[src/rtl/md5_pkg.sv]
// Shared types and constants for the MD5 message padder.
package md5_pkg;

  typedef enum logic [1:0] {
    FILL,
    PAD80,
    LEN,
    EMIT
  } pad_state_t;

  localparam int BLOCK_WORDS = 16;
  localparam int LEN_LO_IDX  = 14;
  localparam int LEN_HI_IDX  = 15;

  localparam logic [7:0] PAD_BYTE = 8'h80;

  typedef logic [31:0] blk_word_t;

endpackage

[src/rtl/md5_tail_mask.sv]
// Final-word shaping: keeps the first n message bytes and drops the 0x80 pad byte right after them.
// When the word is full (n=4) the pad byte has to go into the following word, flagged by pad_pending.
module md5_tail_mask
  import md5_pkg::*;
(
  input  logic [31:0] word,
  input  logic [2:0]  n,
  output logic [31:0] masked,
  output logic        pad_pending
);

  always_comb begin
    masked      = '0;
    pad_pending = (n >= 3'd4);
    for (int k = 0; k < 4; k++) begin
      if (k < int'(n)) begin
        masked[8*k +: 8] = word[8*k +: 8];
      end else if (k == int'(n)) begin
        masked[8*k +: 8] = PAD_BYTE;
      end
    end
  end

endmodule

[src/rtl/md5_msg_pad.sv]
// Packs a byte message stream into MD5-padded 512-bit blocks (0x80, zero fill, 64-bit LE bit length).
// Define MD5_PAD_BYTE_SWAP_EN to accept big-endian data_i words (byte 0 in [31:24]).
module md5_msg_pad
  import md5_pkg::*;
#(
  parameter int LEN_W = 64
) (
  input  logic         clk_i,
  input  logic         rst_i,
  input  logic [31:0]  data_i,
  input  logic         valid_i,
  input  logic         last_i,
  input  logic [2:0]   bytes_i,
  output logic         ready_o,
  output logic [511:0] block_o,
  output logic         blk_valid_o,
  input  logic         blk_ready_i,
  output logic         blk_last_o,
  output logic         busy_o
);

  pad_state_t       state_q, state_d;
  blk_word_t        blk_q [BLOCK_WORDS];
  blk_word_t        blk_d [BLOCK_WORDS];
  logic [4:0]       idx_q, idx_d;
  logic [LEN_W-1:0] len_q, len_d;
  logic             pad_tail_q, pad_tail_d;
  logic             len_tail_q, len_tail_d;
  logic             final_q, final_d;
  logic             busy_q, busy_d;
  logic [31:0]      word_in;
  logic [31:0]      masked;
  logic             pad_pending;
  logic [2:0]       n_eff;
  logic [63:0]      len64;

`ifdef MD5_PAD_BYTE_SWAP_EN
  assign word_in = {data_i[7:0], data_i[15:8], data_i[23:16], data_i[31:24]};
`else
  assign word_in = data_i;
`endif

  // Non-final words behave exactly like a full final word, so one write path covers both.
  assign n_eff = (!last_i || bytes_i > 3'd4) ? 3'd4 : bytes_i;

  md5_tail_mask u_tail_mask (
    .word        (word_in),
    .n           (n_eff),
    .masked      (masked),
    .pad_pending (pad_pending)
  );

  always_comb begin
    len64 = '0;
    len64[LEN_W-1:0] = len_q;
  end

  // pad_tail/len_tail remember padding work that spills into the block after the current one.
  always_comb begin
    state_d    = state_q;
    blk_d      = blk_q;
    idx_d      = idx_q;
    len_d      = len_q;
    pad_tail_d = pad_tail_q;
    len_tail_d = len_tail_q;
    final_d    = final_q;
    busy_d     = busy_q;
    unique case (state_q)
      FILL: begin
        if (valid_i) begin
          busy_d              = 1'b1;
          blk_d[idx_q[3:0]]   = masked;
          len_d               = len_q + LEN_W'({n_eff, 3'b000});
          if (!last_i) begin
            idx_d = idx_q + 5'd1;
            if (idx_q == 5'(BLOCK_WORDS - 1)) begin
              state_d = EMIT;
              final_d = 1'b0;
            end
          end else if (!pad_pending) begin
            if (idx_q < 5'(LEN_LO_IDX)) begin
              state_d = LEN;
            end else begin
              state_d    = EMIT;
              len_tail_d = 1'b1;
            end
          end else if (idx_q == 5'(BLOCK_WORDS - 1)) begin
            state_d    = EMIT;
            pad_tail_d = 1'b1;
            len_tail_d = 1'b1;
          end else begin
            idx_d   = idx_q + 5'd1;
            state_d = PAD80;
          end
        end
      end
      PAD80: begin
        blk_d[idx_q[3:0]] = {24'd0, PAD_BYTE};
        if (idx_q < 5'(LEN_LO_IDX)) begin
          state_d    = LEN;
          len_tail_d = 1'b0;
        end else begin
          state_d    = EMIT;
          len_tail_d = 1'b1;
        end
      end
      LEN: begin
        blk_d[LEN_LO_IDX] = len64[31:0];
        blk_d[LEN_HI_IDX] = len64[63:32];
        len_tail_d        = 1'b0;
        final_d           = 1'b1;
        state_d           = EMIT;
      end
      EMIT: begin
        if (blk_ready_i) begin
          for (int m = 0; m < BLOCK_WORDS; m++) begin
            blk_d[m] = '0;
          end
          idx_d = '0;
          if (final_q) begin
            len_d   = '0;
            busy_d  = 1'b0;
            final_d = 1'b0;
            state_d = FILL;
          end else if (pad_tail_q) begin
            pad_tail_d = 1'b0;
            state_d    = PAD80;
          end else if (len_tail_q) begin
            len_tail_d = 1'b0;
            state_d    = LEN;
          end else begin
            state_d = FILL;
          end
        end
      end
      default: state_d = FILL;
    endcase
  end

  always_ff @(posedge clk_i) begin
    if (rst_i) begin
      state_q <= FILL;
      for (int m = 0; m < BLOCK_WORDS; m++) begin
        blk_q[m] <= '0;
      end
      idx_q      <= '0;
      len_q      <= '0;
      pad_tail_q <= 1'b0;
      len_tail_q <= 1'b0;
      final_q    <= 1'b0;
      busy_q     <= 1'b0;
    end else begin
      state_q    <= state_d;
      blk_q      <= blk_d;
      idx_q      <= idx_d;
      len_q      <= len_d;
      pad_tail_q <= pad_tail_d;
      len_tail_q <= len_tail_d;
      final_q    <= final_d;
      busy_q     <= busy_d;
    end
  end

  always_comb begin
    block_o = '0;
    for (int m = 0; m < BLOCK_WORDS; m++) begin
      block_o[m*32 +: 32] = blk_q[m];
    end
  end

  assign ready_o     = (state_q == FILL) && !rst_i;
  assign blk_valid_o = (state_q == EMIT);
  assign blk_last_o  = final_q;
  assign busy_o      = busy_q;

endmodule
[config.mk]
export PLATFORM = sky130hd
export DESIGN_NAME = md5_msg_pad
export DESIGN_NICKNAME = d
export VERILOG_FILES = /design/src/rtl/md5_pkg.sv /design/src/rtl/md5_tail_mask.sv /design/src/rtl/md5_msg_pad.sv
export SDC_FILE = /design/constraint.sdc
export NUM_CORES = 1
export LEC_CHECK = 0
export ABC_AREA = 0
export CORE_AREA = 2 2 217 219
export CTS_CLUSTER_DIAMETER = 80
export DETAILED_ROUTE_END_ITERATION = 16
export DIE_AREA = 0 0 219 221
export HOLD_SLACK_MARGIN = 0.12
export PLACE_DENSITY = 0.85
export SLEW_MARGIN = 40
export SYNTH_ARGS = -nofsm -noshare
export SYNTH_HDL_FRONTEND = slang
export SYNTH_SLANG_ARGS = --single-unit
export TNS_END_PERCENT = 30
[constraint.sdc]
create_clock -name clk_i -period 7.06 [get_ports clk_i]
set_input_delay 1.765 -clock clk_i [delete_from_list [all_inputs] [get_ports clk_i]]
set_output_delay 1.765 -clock clk_i [all_outputs]
set_load 0.005 [all_outputs]
==> flow_summary_export.csv <==
group,metric,value,unit
worst_hold_path,worstHoldPathType,"flip-flop to flip-flop",
detailed_routing,wl,96970,um
clocking,cts_resized,0,
synth,netlist_area,0.02286,mm2
floorplanning,fp.dieArea,0.04840,mm2
global_route,grtUsageTotal,37.99,%
timing,setup_viol,0,
detailed_routing,first_iter_violations,3130,
final_layout,layout-drive-gt1-share,8.366,%
global_route,grt_start_max_net_pins,202,
clocking,clockBufferDepth,3,
synth,synth_cells,2569,
pwr,p_leak,10.86,nW
placement,placed_area,0.02892,mm2
worst_hold_path,hold_depth,2,
detailed_routing,antenna_left,0,
synth,synthArstFlopShare,0,%
timing,setup_slack,2.107,ns
synth,synth-edff-count,0,
timing,fin_crit,4.953,ns
status,outcome,"complete, no violations",
global_route,antenna_found_initial,5,
final_layout,syn_to_final_growth,35.62,%
clocking,post_cts_buffers,0,
floorplanning,ioPinCount,556,
worst_hold_path,min-delay-start,"block_o[393]",
synth,ys.flop_type,"dfxtp_1",
placement,place_inst,3525,
final_layout,nets,3029,
synth,yosysWarnings,0,
clocking,cts_max_level,2,
critical_path,rr_worst_depth,6,
timing,hold_violations,0,
timing,slew_viol_final,0,
floorplanning,design.core.area,0.04606,mm2
critical_path,timing.rr.start,"idx_q[2]",
detailed_routing,wl_per_cell,26.69,um
critical_path,r2r_end,"block_o[238]",
timing,rsz0062_at_grt,"no",
detailed_routing,vias_per_cell,6.461,
final_layout,nFillCells,3512,
detailed_routing,drt_pre_antenna_iters,6,
detailed_routing,vias,23470,
clocking,root_buffer,"clkbuf_16",
clocking,tritoncts,"done",
timing,max_slew.worst_pin.slew,0.8681,ns
synth,synth_nets,2617,
global_route,grt_pass1_wl,140500,um
pwr,p_per_area,240.2,mW/mm2
placement,place_ws,1.594,ns
clocking,ctsHoldBuffers,0,
worst_hold_path,hold_path_end,"block_o[393]",
floorplanning,die_h,221,um
clocking,clk_latency,0.63,ns
global_route,grt_pass1_vias,22280,
flow_run,cap_viol_max_count,0,
timing,fin_crit_sh,70.16,%
timing,finalSetupTns,0,ns
clocking,clkTransAtPathRegs,0.06,ns
floorplanning,initial_utilization,49.63,%
placement,port_buffers,555,
floorplanning,die_w,219,um
final_layout,final_cells,3633,
placement,hpwl,64140,um
placement,gp_congestion,0.9404,
clocking,numCtsBuffers,58,
synth,synth_cell_types,79,
floorplanning,row_count,79,
global_route,grt_overflow,0,
critical_path,path_max_fanout,13,
critical_path,critPathKind,"input port to flip-flop",
pwr,ir_worst_vdd,0.2133,mV
synth,avgSynthCellArea,8.899,um2
critical_path,start_kind,"input port",
synth,ys_seq_area_share,51.14,%
critical_path,arrival,5.46,ns
detailed_routing,drcViolationCount,0,
timing,fmax,201.9,MHz
critical_path,regToRegSetupSlack,3.94,ns
timing,hold_slack,0.4665,ns
clocking,clock-sinks,584,
critical_path,crit_required,7.56,ns
timing,relSlewSlack,42.13,%
synth,ys_ff_latch,584,
critical_path,critPathCaptureType,"flip-flop",
final_layout,stdcell_area,0.03100,mm2
timing,finalClockSkew,0.02413,ns
-- critical path, cell delays in order --
cell             delay, ns
clkdlybuf4s50_1       0.68
nor2b_1               0.18
buf_4                 0.26
inv_1                 0.18
ha_1                  0.37
o211ai_1              0.26
nor3_4                0.62
nand4_2               0.50
o211a_1               0.37
a211o_1               0.26
-- how the worst max path moves through the flow --
stage,start,endpoint,cells past startpoint
after floorplan,rst_i,ready_o,4
after global placement,last_i,len64[51],10
after detailed placement,last_i,len64[51],10
after CTS,last_i,len64[51],10
after global routing,last_i,len64[47],10
final,last_i,len64[51],10
-- synth_stat cells, types with 6 or more instances --
master / count / share of area, %
nor3b_1: 6 / 0.20
mux2i_1: 6 / 0.26
nor2b_1: 28 / 0.77
a21oi_1: 93 / 2.0
o21ai_0: 21 / 0.46
nor4_1: 9 / 0.25
nor3_1: 28 / 0.61
nand3_1: 95 / 2.1
nand2_1: 117 / 1.9
buf_1: 10 / 0.16
clkbuf_1: 187 / 3.1
a22o_1: 58 / 2.2
inv_1: 22 / 0.36
a31oi_1: 23 / 0.63
o211ai_1: 21 / 0.69
or3_1: 6 / 0.16
a21boi_1: 8 / 0.26
and3_1: 13 / 0.36
dfxtp_1: 584 / 51
a32oi_1: 6 / 0.23
buf_2: 69 / 1.5
nor3_2: 7 / 0.31
nand4_1: 26 / 0.71
nor2_1: 502 / 8.2
and2_1: 26 / 0.71
nand4b_1: 6 / 0.23
ha_1: 8 / 0.44
a311oi_1: 8 / 0.31
or4_1: 11 / 0.36
o21ai_1: 8 / 0.18
a22oi_1: 447 / 15
-- cell usage in the layout, fill, tap and decap left out, types with 7 or more instances in the layout --
cell type        Yosys  routed
dfxtp_1            584     582
clkdlybuf4s50_1      0     554
nor2_1             502     488
a22oi_1            447     447
nand2_1            117     116
nand3_1             95      95
a21oi_1             93      90
a22o_1              58      58
clkbuf_16            0      58
buf_4                1      53
nor3_1              28      28
nand4_1             26      26
and2_1              26      25
inv_1               22      22
o21ai_0             21      21
o211ai_1            21      21
a31oi_1             23      19
clkbuf_8             0      18
and3_1              13      13
nor2_2               4      13
nor2b_1             28      12
or4_1               11      11
nor2b_2              0       9
nor4_1               9       9
clkinv_2             0       9
a311oi_1             8       8
ha_1                 8       8
nor2b_4              0       7
clkbuf_1           187       7
buf_8                0       7
-- routing by layer --
metal | part of all wire, % | GRT usage (%) | wire length (um) | vias up
met3 | 13 | 13.31 | 12820 | 434
met1 | 36 | 45.88 | 34630 | 11230
li1 | - | - | - | 10100
met2 | 43 | 57.39 | 41820 | 1698
met4 | 7.9 | 24.30 | 7657 | 4
met5 | 0.026 | 0 | 25 | -
-- report_power, final --
part | total (mW) | leakage [nW] | switching, mW | internal [mW]
clock | 3.27 | 0.990 | 1.36 | 1.91
combinational | 0.782 | 5.16 | 0.555 | 0.227
sequential | 3.39 | 4.71 | 0.0521 | 3.34
total | 7.45 | 10.9 | 1.97 | 5.48
-- flip-flops by register name, indices dropped and copies added (netlist names) --
| name | count |
|---|---|
| len64 | 61 |
| pad_tail_q | 1 |
| busy_o | 1 |
| idx_q | 5 |
| blk_last_o | 1 |
| state_q | 2 |
| block_o | 512 |
| len_tail_q | 1 |
-- through the flow --
stage                     util, %  power, mW
final                       67.31      7.447
after global routing        67.31      7.603
after CTS                   67.15      7.414
after detailed placement    62.79      4.203
after global placement      62.31      4.169
after floorplan                 -      3.841
-- cell type report --
class / count / area (um2) / share of cell area, %
clock buffer: 83 / 1725 / 5.565
timing repair buffer: 620 / 6141 / 19.81
multi-input combinational: 1694 / 10310 / 33.24
tap: 607 / 759.5 / 2.450
antenna: 2 / 5.005 / 0.01614
sequential: 584 / 11700 / 37.72
clock inverter: 20 / 284.0 / 0.9161
inverter: 23 / 86.33 / 0.2785
-- cells by family after synthesis --
family | Yosys count | share of synthesized area (%)
AO/OA/AOI/OAI | 752 | 23.94
flip-flops | 584 | 51.14
adder cells (fa/ha/maj) | 8 | 0.4378
buffers and inverters | 291 | 5.205
AND/OR/NAND/NOR | 924 | 18.84
multiplexers | 8 | 0.3612
XOR/XNOR | 2 | 0.07663
No activity file was read; power rests on OpenSTA's default activity.
